===== src/rtl/synth_pkg.sv =====
// Shared constants and width helpers for the synth audio path.
package synth_pkg;

    localparam int unsigned VOLUME_W     = 8;
    localparam logic [7:0]  VOLUME_UNITY = 8'hFF;

    // Mix width: wide enough that summing every voice at full scale cannot overflow.
    function automatic int unsigned sum_width(input int unsigned wave_depth,
                                              input int unsigned num_voices);
        return wave_depth + $clog2(num_voices);
    endfunction

endpackage


===== src/rtl/pwm_modulator.sv =====
// PWM modulator: free-running period counter, period-latched duty, registered pin.
// Ports:
//   clk_i, rst_ni   : clock, async active-low reset
//   scaled_i        : candidate duty, sampled only on the wrap cycle
//   mute_i          : forces the next loaded duty to 0
//   pwm_o           : registered PWM pin
//   strobe_o        : one-cycle pulse when the new duty becomes visible (count = 0)
//   wrap_c_o        : combinational, high on the cycle count is at its maximum
//   duty_next_c_o   : combinational, the value duty takes on the coming edge
module pwm_modulator #(
    parameter int unsigned SUM_W = 10
) (
    input  logic             clk_i,
    input  logic             rst_ni,
    input  logic [SUM_W-1:0] scaled_i,
    input  logic             mute_i,
    output logic             pwm_o,
    output logic             strobe_o,
    output logic             wrap_c_o,
    output logic [SUM_W-1:0] duty_next_c_o
);

    localparam logic [SUM_W-1:0] COUNT_MAX = '1;

    logic [SUM_W-1:0] count_q, count_d;
    logic [SUM_W-1:0] duty_q,  duty_d;
    logic             pwm_q,   pwm_d;
    logic             strobe_q, strobe_d;
    logic             wrap_c;

    // Next-state: duty only moves at the period boundary so the pulse never glitches.
    always_comb begin
        wrap_c   = (count_q == COUNT_MAX);
        count_d  = count_q + SUM_W'(1);
        duty_d   = duty_q;
        if (wrap_c) begin
            duty_d = mute_i ? '0 : scaled_i;
        end
        pwm_d    = (count_q < duty_q);
        strobe_d = wrap_c;
    end

    always_ff @(posedge clk_i or negedge rst_ni) begin
        if (!rst_ni) begin
            count_q  <= '0;
            duty_q   <= '0;
            pwm_q    <= 1'b0;
            strobe_q <= 1'b0;
        end else begin
            count_q  <= count_d;
            duty_q   <= duty_d;
            pwm_q    <= pwm_d;
            strobe_q <= strobe_d;
        end
    end

    assign pwm_o         = pwm_q;
    assign strobe_o      = strobe_q;
    assign wrap_c_o      = wrap_c;
    assign duty_next_c_o = duty_d;

endmodule


===== src/rtl/pwm_output_stage.sv =====
// Audio output stage: mixes enabled voices, applies master volume, drives a PWM pin
// and tracks the peak duty loaded.
// Ports:
//   Clock, Reset    : clock, async active-low reset
//   Waveforms       : NUM_VOICES packed unsigned voice samples
//   VoiceEnable     : per-voice mix enable
//   Volume          : master gain (Volume+1)/256
//   Mute            : forces duty 0 from the next period boundary
//   PeakClear       : clears the peak meter (or reloads it when on the wrap cycle)
//   PwmOut          : registered PWM pin
//   SampleStrobe    : one-cycle pulse when a new duty is loaded
//   PeakLevel       : maximum duty loaded since reset or the last clear
module pwm_output_stage
    import synth_pkg::*;
#(
    parameter  int unsigned WAVE_DEPTH = 8,
    parameter  int unsigned NUM_VOICES = 4,
    localparam int unsigned SUM_W      = sum_width(WAVE_DEPTH, NUM_VOICES)
) (
    input  logic                             Clock,
    input  logic                             Reset,
    input  logic [NUM_VOICES*WAVE_DEPTH-1:0] Waveforms,
    input  logic [NUM_VOICES-1:0]            VoiceEnable,
    input  logic [VOLUME_W-1:0]              Volume,
    input  logic                             Mute,
    input  logic                             PeakClear,
    output logic                             PwmOut,
    output logic                             SampleStrobe,
    output logic [SUM_W-1:0]                 PeakLevel
);

    localparam int unsigned GAIN_W = VOLUME_W + 1;
    localparam int unsigned PROD_W = SUM_W + GAIN_W;

    logic [SUM_W-1:0]  sum_q,    sum_d;
    logic [SUM_W-1:0]  scaled_q, scaled_d;
    logic [SUM_W-1:0]  peak_q,   peak_d;
    logic [GAIN_W-1:0] gain_c;
    logic [PROD_W-1:0] prod_c;
    logic              wrap_c;
    logic [SUM_W-1:0]  duty_next_c;

    // Mix stage: full-width sum of enabled voices.
    always_comb begin
        sum_d = '0;
        for (int unsigned i = 0; i < NUM_VOICES; i++) begin
            if (VoiceEnable[i]) begin
                sum_d = sum_d + SUM_W'(Waveforms[i*WAVE_DEPTH +: WAVE_DEPTH]);
            end
        end
    end

    // Gain stage: gain is at most 256/256, so the shifted product never exceeds sum.
    always_comb begin
        gain_c   = GAIN_W'(Volume) + GAIN_W'(1);
        prod_c   = PROD_W'(sum_q) * PROD_W'(gain_c);
        scaled_d = SUM_W'(prod_c >> VOLUME_W);
    end

    // Peak meter: a clear on the wrap cycle restarts the meter at the duty being loaded.
    always_comb begin
        peak_d = peak_q;
        if (wrap_c) begin
            if (PeakClear) begin
                peak_d = duty_next_c;
            end else if (duty_next_c > peak_q) begin
                peak_d = duty_next_c;
            end
        end else if (PeakClear) begin
            peak_d = '0;
        end
    end

    always_ff @(posedge Clock or negedge Reset) begin
        if (!Reset) begin
            sum_q    <= '0;
            scaled_q <= '0;
            peak_q   <= '0;
        end else begin
            sum_q    <= sum_d;
            scaled_q <= scaled_d;
            peak_q   <= peak_d;
        end
    end

    pwm_modulator #(
        .SUM_W(SUM_W)
    ) u_modulator (
        .clk_i         (Clock),
        .rst_ni        (Reset),
        .scaled_i      (scaled_q),
        .mute_i        (Mute),
        .pwm_o         (PwmOut),
        .strobe_o      (SampleStrobe),
        .wrap_c_o      (wrap_c),
        .duty_next_c_o (duty_next_c)
    );

    assign PeakLevel = peak_q;

endmodule


===== config.mk =====
export PLATFORM = sky130hd
export DESIGN_NAME = pwm_output_stage
export DESIGN_NICKNAME = d
export VERILOG_FILES = /design/src/rtl/synth_pkg.sv /design/src/rtl/pwm_modulator.sv /design/src/rtl/pwm_output_stage.sv
export SDC_FILE = /design/constraint.sdc
export NUM_CORES = 1
export LEC_CHECK = 0
export ABC_AREA = 1
export BUFFER_PORTS_ARGS = -buffer_cell sky130_fd_sc_hd__buf_2
export CORE_ASPECT_RATIO = 1.75
export CORE_MARGIN = 2
export CORE_UTILIZATION = 40
export DETAILED_ROUTE_END_ITERATION = 12
export PLACE_DENSITY_LB_ADDON = 0.08
export SYNTH_ARGS = -nofsm -noshare
export SYNTH_HDL_FRONTEND = slang
export SYNTH_SLANG_ARGS = --single-unit

===== constraint.sdc =====
create_clock -name Clock -period 4.6 [get_ports Clock]
set_input_delay 1.15 -clock Clock [delete_from_list [all_inputs] [get_ports Clock]]
set_output_delay 1.15 -clock Clock [all_outputs]
set_load 0.05 [all_outputs]

After elaboration in Yosys (flattened, before gate mapping). Cells that the tools add are included.

Bits in registers: 52.

Equal/unequal tests: 1. $mul: 1. Reduce and logical (&&, ||, !) cells: 3. $lt $le $gt $ge: 2. Mux-type cells: 10. $add $sub $neg: 5.

Operators by type and width (number): $mux W10 (9); $add A10 B8 Y10 (3); $mul A10 B9 Y18 (1); $add A10 B1 Y10 const B (1); $eq A10 B10 Y1 const B (1); $gt A10 B10 Y1 (1); $lt A10 B10 Y1 (1); $add A8 B1 Y9 const B (1); $mux W8 (1); $reduce_bool A2 Y1 (2); $reduce_and A2 Y1 (1).

Longest topological paths before layout.
Depth in word-level cells: 7. Gate-level depth with buffers: 31. Gate-level depth less buffers: 30.

Hierarchy. A second synthesis with hierarchy kept.

Cells, all modules: 901. Area total of the unflattened synthesis: 6730.2 µm².

Modules (own cells, without submodules): pwm_output_stage (times used 1, cells each 766, area each 5491.5 µm²); pwm_modulator (times used 1, cells each 135, area each 1238.7 µm²).

Worst setup path after synthesis. No wires, ideal clock.

Path kind: input -> register. From: in Volume[2]. To: reg scaled_q[9]. Path buffers: 0. Cell stages on the path: 24. Path slack: -873 ps. Setup time: 117 ps. Arrival: 5356 ps. Cell sequence: nand3_1 nor2_1 inv_1 nor3_1 nand2_1 xor2_1 inv_1 nand2_1 fa_1 fa_1 inv_1 fa_1 inv_1 fa_1 inv_1 ha_1 a21oi_1 o21ai_0 a21oi_1 nand2_1 nand2_1 nand3_1 nand2_1 nand2_1.

Longest elaborated chain between the ends: 2.

Ends and longest elaborated chain: from (decl) (line pwm_output_stage.sv:24) `input logic [VOLUME_W-1:0] Volume,`; $add A8 B1 Y9 (line pwm_output_stage.sv:55) `gain_c = GAIN_W'(Volume) + GAIN_W'(1);`; $mul A10 B9 Y18 (line pwm_output_stage.sv:56) `prod_c = PROD_W'(sum_q) * PROD_W'(gain_c);`; via prod_c[17] (line pwm_output_stage.sv:39) `logic [PROD_W-1:0] prod_c;`; to (signal assigned) (line pwm_output_stage.sv:81) `scaled_q <= scaled_d;`; to (decl) (line pwm_output_stage.sv:36) `logic [SUM_W-1:0] scaled_q, scaled_d;`.

The timed path passes the listed nets, and every way through them passes these cells. A chain may end at the register's enable or synchronous reset.

Final worst setup path. Ends and elaborated chain as after synthesis.

==> PnR_summary.wiki <==
{| class="wikitable"
! Metric !! Value
|-
| Core footprint || 0.0158 sq mm
|-
| First-pass GRT wire length || 29.0 mm
|-
| Actual transition at the worst max-transition pin || 618 ps
|-
| Kind of capture point of the worst setup path || register
|-
| Most frequent cells in the layout || sky130_fd_sc_hd__inv_1 (160), sky130_fd_sc_hd__nand2_1 (160), sky130_fd_sc_hd__buf_4 (114)
|-
| Category of the most critical setup path || in -> reg
|-
| Total leakage power || 4.68 nW
|-
| Overall overflow remaining after global route || 0
|-
| Floorplan die height || 171 um
|-
| Top FF cell, synth || sky130_fd_sc_hd__dfrtp_1
|-
| DRT Wirelength || 18.1 mm
|-
| Layout Nets || 1,207
|-
| Hold Vio Cnt, Final || 0
|-
| Worst min-delay path category || reg -> reg
|-
| Fraction of registers with async set or reset after synthesis || 1.00
|-
| Number of levels the H-tree was split into || 2
|-
| DRC Markers || 0
|-
| Detailed-route wire length per cell || 14.9 um
|-
| Clock latency at the later pin of the worst-skew pair || 300 ps
|-
| Critical Path Fanout Max || 4
|-
| Antenna diode count || 0
|-
| Worst stage delay on the critical path || 550 ps
|-
| Register bit count reported by yosys || 52
|-
| Pin count of the biggest net entering global routing || 28
|-
| Yosys Warn Count || 0
|-
| Num CTS Buffers || 5
|-
| Outcome || finished with violations
|-
| Share of layout cells above drive strength 1 || 0.311
|-
| Netlist Area Pre-Place || 0.00639 sq mm
|-
| RePlAce Congestion || 0.895
|-
| Number of clock sinks || 52
|-
| Highest ir drop seen on vdd || 0.453 mV
|-
| Non-filler cells, final || 1,214
|-
| Clock Tree Root || sky130_fd_sc_hd__clkbuf_16
|-
| Number of cells after detailed placement || 1,186
|-
| Number of detailed-routing iterations run before antenna repair || 6
|-
| Die Footprint || 0.0171 sq mm
|-
| Final worst path period share || 1.10
|-
| Worst Clk Skew || 9.96 ps
|-
| Initial DRC Count || 170
|-
| Synthesized area divided by synthesized cell count || 7.58 sq um
|-
| Via count || 6,049
|-
| Violated checks || setup timing
|-
| CTS tree || yes
|-
| Synthesis-to-finish area growth || 35.9%
|-
| Fraction of the yosys area taken by sequential cells || 0.203
|-
| Placement row count || 61
|-
| Total Routing Usage GR || 0.216
|-
| Post-route antenna net violation count || 0
|-
| Max-slew violations || 0
|-
| Detailed placement HPWL || 15.2 mm
|-
| Post-synthesis net count || 1,027
|-
| Overall die width || 99.6 um
|-
| Cell Pwr Density || 638 mW/mm^2
|-
| CP Data Arrival Time || 5250 ps
|-
| Layout fillers || 1,522
|-
| Initial antenna violation count || 0
|-
| Critical path required time || 4780 ps
|-
| Maximum buffer depth of the clock tree || 2
|-
| Number of violations of the max-capacitance limit || 0
|-
| Design area || 0.00869 sq mm
|-
| Post-route worst setup slack || -470 ps
|-
| Final worst path period need || 5070 ps
|-
| Post-placement cell area || 0.00783 sq mm
|-
| IO Pins || 60
|-
| Port Buf Inserts || 59
|-
| Total Negative Setup Slacks || -3910 ps
|-
| Distinct cells, synth || 39
|-
| Kind of start point of the critical path || primary input
|-
| Peak Freq || 197 MHz
|-
| Setup repair after global routing missed its margin || yes
|-
| Cell at the slowest stage of the critical path || sky130_fd_sc_hd__fa_1
|-
| R2r setup slk || 530 ps
|-
| Via/cell ratio || 4.98
|-
| Vias in the first global route || 6,453
|-
| Clock transition time at the flip-flop clock pins of the worst setup and hold paths || 70 ps
|-
| Initial cell density of the core || 0.405
|-
| Post-Synthesis Cells || 844
|-
| Count of final setup violators || 10
|-
| Cell repeated most along the worst path || sky130_fd_sc_hd__fa_1
|-
| Number of synthesized flops with an enable pin || 0
|-
| Worst slew margin relative to its limit || 0.588
|}
[sequential cells by signal (all words and copies together) (netlist names)]
register,flops
PeakLevel,10
scaled_q,10
sum_q,10
u_modulator.count_q,10
u_modulator.duty_q,10
u_modulator.pwm_o,1
u_modulator.strobe_o,1
[final timing paths]
check | endpoint | cells past startpoint | from
min reg2reg | u_modulator.count_q[0] | 1 | u_modulator.count_q[0]
max reg2reg | scaled_q[9] | 17 | sum_q[5]
max in group asynchronous | PeakLevel[8] | 2 | Reset
max | scaled_q[9] | 25 | Volume[2]
min in group asynchronous | PeakLevel[1] | 1 | Reset
min | u_modulator.count_q[0] | 1 | u_modulator.count_q[0]
[Yosys cell counts, types with 3 or more instances]
library cell	count	share of area
sky130_fd_sc_hd__nand2_1	193	0.11
sky130_fd_sc_hd__inv_1	170	0.10
sky130_fd_sc_hd__nor2_1	80	0.047
sky130_fd_sc_hd__ha_1	77	0.15
sky130_fd_sc_hd__fa_1	58	0.18
sky130_fd_sc_hd__dfrtp_1	52	0.20
sky130_fd_sc_hd__a21oi_1	44	0.034
sky130_fd_sc_hd__nand3_1	41	0.032
sky130_fd_sc_hd__xor2_1	20	0.027
sky130_fd_sc_hd__o21ai_0	17	0.013
sky130_fd_sc_hd__o21ai_1	11	0.0086
sky130_fd_sc_hd__o22ai_1	10	0.0098
sky130_fd_sc_hd__nand4_1	9	0.0088
sky130_fd_sc_hd__xnor2_1	9	0.012
sky130_fd_sc_hd__nor3_1	5	0.0039
sky130_fd_sc_hd__buf_2	4	0.0031
sky130_fd_sc_hd__clkbuf_1	4	0.0023
sky130_fd_sc_hd__o21bai_1	4	0.0047
sky130_fd_sc_hd__and2_1	3	0.0029
sky130_fd_sc_hd__nand3_2	3	0.0047
sky130_fd_sc_hd__or2_2	3	0.0029
[area by class of cell]
| class | instances | area, sq um | share of cell area |
|---|---|---|---|
| clock buffer | 6 | 129 | 0.0148 |
| multi-input combinational | 609 | 5040 | 0.580 |
| clock inverter | 2 | 16.3 | 0.00187 |
| inverter | 173 | 652 | 0.0750 |
| sequential | 52 | 1300 | 0.150 |
| tap | 189 | 236 | 0.0272 |
| timing repair buffer | 183 | 1320 | 0.151 |
[per-layer routing]
| layer | wire, um | track usage | vias to the layer above |
|---|---|---|---|
| li1 | - | - | 2988 |
| met1 | 5630 | 0.176 | 2899 |
| met2 | 11200 | 0.475 | 110 |
| met3 | 300 | 0.0142 | 52 |
| met4 | 984 | 0.117 | 0 |
| met5 | 0 | 0 | - |
[metrics by stage]
| stage | hold WS (ps) | utilization | worst slack (ps) | power [mW] |
|---|---|---|---|---|
| after floorplan | 437 | - | -495 | 3.04 |
| after global placement | 459 | 0.495 | -949 | 4.20 |
| after detailed placement | 472 | 0.495 | -1040 | 4.30 |
| final | 482 | 0.550 | -470 | 5.55 |
| after global routing | 508 | 0.550 | -672 | 6.06 |
| after CTS | 484 | 0.522 | -449 | 5.05 |
[repair_timing]
| action | in CTS | in global routing |
|---|---|---|
| setup buffers | 12 | 9 |
| pin swaps | 35 | 58 |
| resized for setup | 60 | 80 |
| endpoints found under the setup margin | 12 | 15 |
| cloned | 0 | 0 |
| hold buffers | 0 | 0 |
[logic make-up (layout without fill, tap and decap cells)]
group           Yosys count  in the layout  share of synthesized area
compound gates           99             99                     0.0869
xor+xnor                 29             29                     0.0397
fa+ha+maj               135            135                      0.332
buf+inv                 183            364                      0.110
flops                    52             52                      0.203
simple gates            346            346                      0.228
[worst max-delay path: cells and delay by family]
family          cells  cell delay [ps]
buf+inv             7              540
compound gates      3              380
fa+ha+maj           5             2340
simple gates       10              840
[power by group]
group          total [mW]  switching (mW)  internal (mW)
sequential          0.603          0.0515          0.551
combinational        4.57            2.39           2.18
clock               0.379           0.175          0.203
Note: power is estimated with default switching activity, not from simulation.
